===== config.mk =====
export PLATFORM = sky130hd
export DESIGN_NAME = mlu_bootstrap_flat
export DESIGN_NICKNAME = d
export VERILOG_FILES = /design/src/rtl/mlu_bootstrap_pkg.sv /design/src/rtl/mlu_bootstrap_if.sv /design/src/rtl/mlu_bootstrap.sv /design/src/flat_wrapper.sv
export SDC_FILE = /design/constraint.sdc
export NUM_CORES = 1
export LEC_CHECK = 0
export CAP_MARGIN = 20
export CORE_MARGIN = 5
export CORE_UTILIZATION = 44
export DETAILED_ROUTE_END_ITERATION = 8
export GPL_TIMING_DRIVEN = 0
export PLACE_DENSITY = 0.77
export SETUP_SLACK_MARGIN = 0.5
export SLEW_MARGIN = 20
export SYNTH_ARGS = -nofsm -noshare
export SYNTH_HDL_FRONTEND = slang
export SYNTH_SLANG_ARGS = --single-unit

===== constraint.sdc =====
create_clock -name CLK -period 2.24 [get_ports CLK]
set_clock_uncertainty 0.15 [all_clocks]
set_input_delay 0.448 -clock CLK [delete_from_list [all_inputs] [get_ports CLK]]
set_output_delay 0.448 -clock CLK [all_outputs]
set_load 0.03 [all_outputs]

===== src/rtl/mlu_bootstrap_pkg.sv =====
// Shared MLU definitions: LUT geometry and the bootstrap writer state encoding.
// Optional feature macro: MLU_BOOTSTRAP_CHECKSUM_EN adds the CHECK and ERROR states.
package common;

    localparam int MLU_LUT_ADDR_W = 12;
    localparam int MLU_LUT_DATA_W = 8;

    typedef enum logic [2:0] {
        ST_IDLE,
        ST_FETCH,
        ST_SETUP,
        ST_STROBE,
        ST_HOLD,
`ifdef MLU_BOOTSTRAP_CHECKSUM_EN
        ST_CHECK,
        ST_ERROR,
`endif
        ST_DONE
    } mlu_boot_state_t;

endpackage


===== src/rtl/mlu_bootstrap_if.sv =====
// Bootstrap bus: incoming image byte stream plus the broadcast LUT write bus.
// The master side is the bootstrap writer; the slave side is the stream source / slices.
interface mlu_bootstrap_if
    import common::*;
#(
    parameter int ADDR_W = MLU_LUT_ADDR_W,
    parameter int DATA_W = MLU_LUT_DATA_W
);
    logic [DATA_W-1:0] IN_DATA;
    logic              IN_VALID;
    logic              IN_READY;
    logic [ADDR_W-1:0] BOOTSTRAP_ADDR;
    logic [DATA_W-1:0] BOOTSTRAP_DATA;
    logic              BOOTSTRAP_N_WE;
    logic              N_BOOTED;
    logic              ERROR;

    modport master (
        input  IN_DATA, IN_VALID,
        output IN_READY, BOOTSTRAP_ADDR, BOOTSTRAP_DATA, BOOTSTRAP_N_WE, N_BOOTED, ERROR
    );

    modport slave (
        output IN_DATA, IN_VALID,
        input  IN_READY, BOOTSTRAP_ADDR, BOOTSTRAP_DATA, BOOTSTRAP_N_WE, N_BOOTED, ERROR
    );
endinterface


===== src/rtl/mlu_bootstrap.sv =====
// MLU LUT bootstrap writer: streams 2^ADDR_W bytes into all slice LUTs with a
// setup / strobe / hold write cycle per byte, then releases N_BOOTED.
// Optional feature macro: MLU_BOOTSTRAP_CHECKSUM_EN (trailer byte, mod-256 sum check, ERROR).
module mlu_bootstrap
    import common::*;
#(
    parameter int ADDR_W = MLU_LUT_ADDR_W,
    parameter int DATA_W = MLU_LUT_DATA_W
) (
    input  logic           CLK,
    input  logic           N_RST,
    mlu_bootstrap_if.master bus
);

    mlu_boot_state_t   state;
    mlu_boot_state_t   state_nxt;
    logic [ADDR_W-1:0] addr;
    logic [DATA_W-1:0] data;
    logic              take;

    // A byte is consumed only while waiting in FETCH
    assign take = (state == ST_FETCH) && bus.IN_VALID;

`ifdef MLU_BOOTSTRAP_CHECKSUM_EN
    logic [DATA_W-1:0] acc;
    logic [DATA_W-1:0] sum_total;

    // Trailer is folded in combinationally; the image sum must cancel to zero
    assign sum_total = acc + bus.IN_DATA;

    // Running mod-2^DATA_W sum of accepted image bytes; stalled FETCH cycles do not count
    always_ff @(posedge CLK or negedge N_RST) begin
        if (!N_RST) begin
            acc <= '0;
        end else if (take) begin
            acc <= acc + bus.IN_DATA;
        end
    end
`endif

    // State register
    always_ff @(posedge CLK or negedge N_RST) begin
        if (!N_RST) begin
            state <= ST_IDLE;
        end else begin
            state <= state_nxt;
        end
    end

    // Address counter and captured write data; address wraps to 0 after the last HOLD
    always_ff @(posedge CLK or negedge N_RST) begin
        if (!N_RST) begin
            addr <= '0;
            data <= '0;
        end else begin
            if (take) begin
                data <= bus.IN_DATA;
            end
            if (state == ST_HOLD) begin
                addr <= addr + ADDR_W'(1);
            end
        end
    end

    // Next-state decode
    always_comb begin
        state_nxt = state;
        case (state)
            ST_IDLE:   state_nxt = ST_FETCH;
            ST_FETCH:  if (bus.IN_VALID) state_nxt = ST_SETUP;
            ST_SETUP:  state_nxt = ST_STROBE;
            ST_STROBE: state_nxt = ST_HOLD;
            ST_HOLD: begin
                if (addr != '1) begin
                    state_nxt = ST_FETCH;
                end else begin
`ifdef MLU_BOOTSTRAP_CHECKSUM_EN
                    state_nxt = ST_CHECK;
`else
                    state_nxt = ST_DONE;
`endif
                end
            end
`ifdef MLU_BOOTSTRAP_CHECKSUM_EN
            ST_CHECK: begin
                if (bus.IN_VALID) begin
                    state_nxt = (sum_total == '0) ? ST_DONE : ST_ERROR;
                end
            end
            ST_ERROR:  state_nxt = ST_ERROR;
`endif
            ST_DONE:   state_nxt = ST_DONE;
            default:   state_nxt = ST_IDLE;
        endcase
    end

    // Outputs decoded purely from the state register and the address/data registers
    always_comb begin
        bus.BOOTSTRAP_ADDR = addr;
        bus.BOOTSTRAP_DATA = data;
        bus.BOOTSTRAP_N_WE = (state != ST_STROBE);
        bus.N_BOOTED       = (state != ST_DONE);
`ifdef MLU_BOOTSTRAP_CHECKSUM_EN
        bus.IN_READY       = (state == ST_FETCH) || (state == ST_CHECK);
        bus.ERROR          = (state == ST_ERROR);
`else
        bus.IN_READY       = (state == ST_FETCH);
        bus.ERROR          = 1'b0;
`endif
    end

endmodule

===== src/flat_wrapper.sv =====
// flat-port wrapper written by rule: the top's interface ports become plain ports
module mlu_bootstrap_flat import common::*;
#(
    parameter int ADDR_W = MLU_LUT_ADDR_W,
    parameter int DATA_W = MLU_LUT_DATA_W
)
  (CLK, N_RST, bus_IN_DATA, bus_IN_VALID, bus_IN_READY, bus_BOOTSTRAP_ADDR, bus_BOOTSTRAP_DATA, bus_BOOTSTRAP_N_WE, bus_N_BOOTED, bus_ERROR);
  mlu_bootstrap_if #(.ADDR_W(ADDR_W), .DATA_W(DATA_W)) bus_i ();
  input  logic CLK;
  input  logic N_RST;
  input wire logic [$bits(bus_i.IN_DATA)-1:0] bus_IN_DATA;
  input wire logic [$bits(bus_i.IN_VALID)-1:0] bus_IN_VALID;
  output wire logic [$bits(bus_i.IN_READY)-1:0] bus_IN_READY;
  output wire logic [$bits(bus_i.BOOTSTRAP_ADDR)-1:0] bus_BOOTSTRAP_ADDR;
  output wire logic [$bits(bus_i.BOOTSTRAP_DATA)-1:0] bus_BOOTSTRAP_DATA;
  output wire logic [$bits(bus_i.BOOTSTRAP_N_WE)-1:0] bus_BOOTSTRAP_N_WE;
  output wire logic [$bits(bus_i.N_BOOTED)-1:0] bus_N_BOOTED;
  output wire logic [$bits(bus_i.ERROR)-1:0] bus_ERROR;
  assign bus_i.IN_DATA = bus_IN_DATA;
  assign bus_i.IN_VALID = bus_IN_VALID;
  assign bus_IN_READY = bus_i.IN_READY;
  assign bus_BOOTSTRAP_ADDR = bus_i.BOOTSTRAP_ADDR;
  assign bus_BOOTSTRAP_DATA = bus_i.BOOTSTRAP_DATA;
  assign bus_BOOTSTRAP_N_WE = bus_i.BOOTSTRAP_N_WE;
  assign bus_N_BOOTED = bus_i.N_BOOTED;
  assign bus_ERROR = bus_i.ERROR;
  mlu_bootstrap #(.ADDR_W(ADDR_W), .DATA_W(DATA_W)) u_core (.CLK(CLK), .N_RST(N_RST), .bus(bus_i));
endmodule

==> load_flow_metrics.sql <==
INSERT INTO impl_metrics (metric_group, metric, value, unit) VALUES
('place', 'post-place-ws', '0.173', 'ns'),
('synthesis', 'synth_cell_types', '28', ''),
('power', 'internal_power', '1.03', 'mW'),
('grt', 'grt_start_max_net_pins', '24', ''),
('synthesis', 'post_synth.cell_area_avg', '12.8', 'um2'),
('synthesis', 'syn_inst', '84', ''),
('clock_network', 'ctsRootBufferMaster', 'sky130_fd_sc_hd__clkbuf_4', ''),
('synthesis', 'sequential_share_of_the_synthesized_area', '0.536', ''),
('drt', 'drt_iter0_drc', '15', ''),
('place', 'globalplace.congestion', '0.772', ''),
('synthesis', 'yosys.area_share.adder', '0.0116', ''),
('critical_path', 'crit_chain', 'buf_4, or3b_4, buf_6, nor4_4, xor2_1', ''),
('synthesis', 'ys_warn_count', '0', ''),
('run', 'cap_viol_max_count', '0', ''),
('timing', 'report.final.slew_viol_count', '0', ''),
('clock_network', 'tritoncts_clock_tree', 'done', ''),
('critical_path', 'timing_worst_setup_path_type', 'flip-flop to flip-flop', ''),
('critical_path', 'worst_ep_arrival_time', '1.89', 'ns'),
('power', 'pwr-share-clk', '0.103', ''),
('worst_hold_path', 'min-delay-path-class', 'flip-flop to flip-flop', ''),
('grt', 'grt_antenna_before_repair', '0', ''),
('timing', 'setup_violators_final', '0', ''),
('synthesis', 'syn-cell-area', '0.00107', 'mm2'),
('synthesis', 'synth_xor_area_frac', '0.0978', ''),
('timing', 'final_hold_violations', '0', ''),
('timing', 'totalNegativeSetupSlack', '0', 'ns'),
('drt', 'final_antenna_net_count', '0', ''),
('die', 'ioPinCount', '35', ''),
('power', 'seq_power_share', '0.379', ''),
('clock_network', 'path_clk_slew', '0.11', 'ns'),
('grt', 'grt_pass1_vias', '752', ''),
('finish', 'syn_to_final_growth', '42.8', '%'),
('status', 'result_of_the_run', 'finished, final reports clean', ''),
('timing', 'grt_setup_unrepaired', 'true', ''),
('critical_path', 'worstPathRequired', '2.32', 'ns'),
('drt', 'viasPerCell', '4.84', ''),
('drt', 'drt_wl_total', '2.11', 'mm'),
('synthesis', 'synth.net_count', '96', ''),
('grt', 'groute.usage.overall', '0.130', ''),
('timing', 'final_worst_path_period_share', '0.810', ''),
('synthesis', 'complex_gate_fraction_of_the_synthesized_area', '0.0151', ''),
('critical_path', 'critical_path.reg2reg.startpoint', 'u_core.state[1]', ''),
('grt', 'grt_overflow_total', '0', ''),
('drt', 'route.vias.total', '765', ''),
('die', 'floorplan.core_area', '0.00241', 'mm2'),
('die', 'area_of_the_die', '0.00353', 'mm2'),
('finish', 'fin_nets', '141', ''),
('critical_path', 'worst-path-buf-inv', '2', ''),
('synthesis', 'dominant_combinational_cell_family_by_area_after_synthesis', 'simple AND/OR/NAND/NOR gates', ''),
('synthesis', 'synth.mux.area_fraction', '0.0943', ''),
('finish', 'num_antenna_cells', '0', ''),
('power', 'comb_power_share', '0.518', ''),
('critical_path', 'endpoint_kind', 'flip-flop', ''),
('power', 'power_per_cell_area', '1130', 'mW/mm2'),
('critical_path', 'slowest_stage_cell_cp', 'sky130_fd_sc_hd__dfrtp_2', ''),
('place', 'port_buffers', '33', ''),
('timing', 'setup_ws', '0.425', 'ns'),
('grt', 'grt_pass1_wl', '3.46', 'mm'),
('die', 'fp.dieH', '59.4', 'um'),
('drt', 'number_of_detailed_routing_iterations_run_before_antenna_repair', '4', ''),
('finish', 'most-common-layout-cells', '18 x sky130_fd_sc_hd__dfrtp_1, 9 x sky130_fd_sc_hd__buf_4, 9 x sky130_fd_sc_hd__clkdlybuf4s50_1, 9 x sky130_fd_sc_hd__clkdlybuf4s15_2', ''),
('critical_path', 'critical_path.startpoint', 'u_core.state[1]', ''),
('worst_hold_path', 'startpoint_of_the_tightest_hold_check_path', 'u_core.bus.BOOTSTRAP_DATA[3]', ''),
('place', 'hpwlAfterDp', '1.50', 'mm'),
('clock_network', 'tritoncts.num_buffers', '3', ''),
('synthesis', 'yosys_register_bits', '23', ''),
('power', 'total_switching_power', '710', 'uW'),
('die', 'die_extent_in_x', '59.4', 'um'),
('drt', 'post-route-drc-count', '0', ''),
('power', 'switching_fraction', '0.408', ''),
('timing', 'achievable-frequency', '0.551', 'GHz');
synth_stat cells:
| cell type | number | area (um2) |
|---|---|---|
| sky130_fd_sc_hd__dfrtp_1 | 23 | 576 |
| sky130_fd_sc_hd__xor2_1 | 7 | 61.3 |
| sky130_fd_sc_hd__nor3_1 | 1 | 5.00 |
| sky130_fd_sc_hd__buf_4 | 2 | 15.0 |
| sky130_fd_sc_hd__nand3_1 | 6 | 30.0 |
| sky130_fd_sc_hd__buf_2 | 1 | 5.00 |
| sky130_fd_sc_hd__and2b_1 | 1 | 7.51 |
| sky130_fd_sc_hd__and3_1 | 1 | 6.26 |
| sky130_fd_sc_hd__a21oi_1 | 1 | 5.00 |
| sky130_fd_sc_hd__and2_1 | 2 | 12.5 |
| sky130_fd_sc_hd__xnor2_1 | 5 | 43.8 |
| sky130_fd_sc_hd__inv_1 | 1 | 3.75 |
| sky130_fd_sc_hd__nand4_1 | 4 | 25.0 |
| sky130_fd_sc_hd__o21ai_0 | 1 | 5.00 |
| sky130_fd_sc_hd__and4bb_2 | 1 | 12.5 |
| sky130_fd_sc_hd__ha_1 | 1 | 12.5 |
| sky130_fd_sc_hd__nor2_1 | 2 | 7.51 |
| sky130_fd_sc_hd__o22ai_1 | 1 | 6.26 |
| sky130_fd_sc_hd__or3b_1 | 1 | 8.76 |
| sky130_fd_sc_hd__mux2_1 | 1 | 11.3 |
| sky130_fd_sc_hd__nor2b_1 | 3 | 18.8 |
| sky130_fd_sc_hd__buf_6 | 1 | 11.3 |
| sky130_fd_sc_hd__nand2_1 | 3 | 11.3 |
| sky130_fd_sc_hd__nor4_4 | 3 | 63.8 |
| sky130_fd_sc_hd__mux2_2 | 8 | 90.1 |
| sky130_fd_sc_hd__and4_1 | 1 | 8.76 |
| sky130_fd_sc_hd__conb_1 | 1 | 3.75 |
| sky130_fd_sc_hd__nand3b_1 | 1 | 7.51 |
metal layers:
| metal | up-vias | part of all wire | GRT usage | wire [um] |
|---|---|---|---|---|
| li1 | 379 | - | - | - |
| met1 | 355 | 0.43 | 0.164 | 916 |
| met2 | 29 | 0.47 | 0.207 | 982 |
| met3 | 2 | 0.097 | 0.0458 | 204 |
| met4 | 0 | 0.0028 | 0.0388 | 6 |
| met5 | - | 0 | 0 | 0 |
flip-flops by register name, summed over array words and instances (netlist names):
register,cells
u_core.bus.BOOTSTRAP_DATA,8
u_core.state,3
u_core.bus.BOOTSTRAP_ADDR,12
cell type report:
cell class                 count  area, um2
multi-input combinational     56        482
clock buffer                   4       26.3
timing repair buffer          40        367
tap                           30       37.5
sequential                    23        582
buffer                         4       37.5
inverter                       1       3.75
fill                         204        875
power groups by stage:
stage	combinational, mW	clock (mW)	sequential [mW]
after floorplan	0.319	0	0.874
after global placement	0.864	0	0.663
after detailed placement	0.875	0	0.669
after CTS	0.875	0.193	0.657
after global routing	0.966	0.205	0.681
final	0.901	0.179	0.660
metrics by stage:
step / cells / power (mW) / hold slack (ns) / instance area, um2 / util
3_3_place_gp: 147 / 1.53 / 0.317 / 1440 / 0.599
6_report: 158 / 1.74 / 0.344 / 1540 / 0.637
2_1_floorplan: 84 / 1.19 / 0.00241 / 1070 / -
5_1_grt: 158 / 1.85 / 0.388 / 1540 / 0.637
4_1_cts: 155 / 1.73 / 0.355 / 1510 / 0.627
3_5_place_dp: 147 / 1.54 / 0.332 / 1440 / 0.599
logic make-up after synthesis:
logic type | after synthesis
buffers and inverters | 5
adders and majority gates | 1
muxes | 9
DFF | 23
other | 1
and+or+nand+nor | 30
AOI/OAI and AO/OA | 3
xor gates and xnor gates | 12
path summary, 6_finish.rpt:
check                      cells past startpoint                       endpoint  slack, ns
max                                            5  u_core.bus.BOOTSTRAP_ADDR[11]       0.43
min                                            1   u_core.bus.BOOTSTRAP_DATA[3]       0.34
max reg2reg                                    5  u_core.bus.BOOTSTRAP_ADDR[11]       0.43
min reg2reg                                    1   u_core.bus.BOOTSTRAP_DATA[3]       0.34
max in group asynchronous                      2   u_core.bus.BOOTSTRAP_ADDR[3]       1.09
min in group asynchronous                      2   u_core.bus.BOOTSTRAP_DATA[3]       0.49
timing repair:
| action | in CTS | in global routing |
|---|---|---|
| pin swaps | 0 | 3 |
| gates resized for setup | 60 | 19 |
| gates cloned | 0 | 0 |
| buffers inserted | 4 | 2 |
| hold buffers | 0 | 1 |
| endpoints found under the setup margin | 23 | 21 |
| hold endpoints to repair | 0 | 23 |
(Power assumes the default switching activity.)
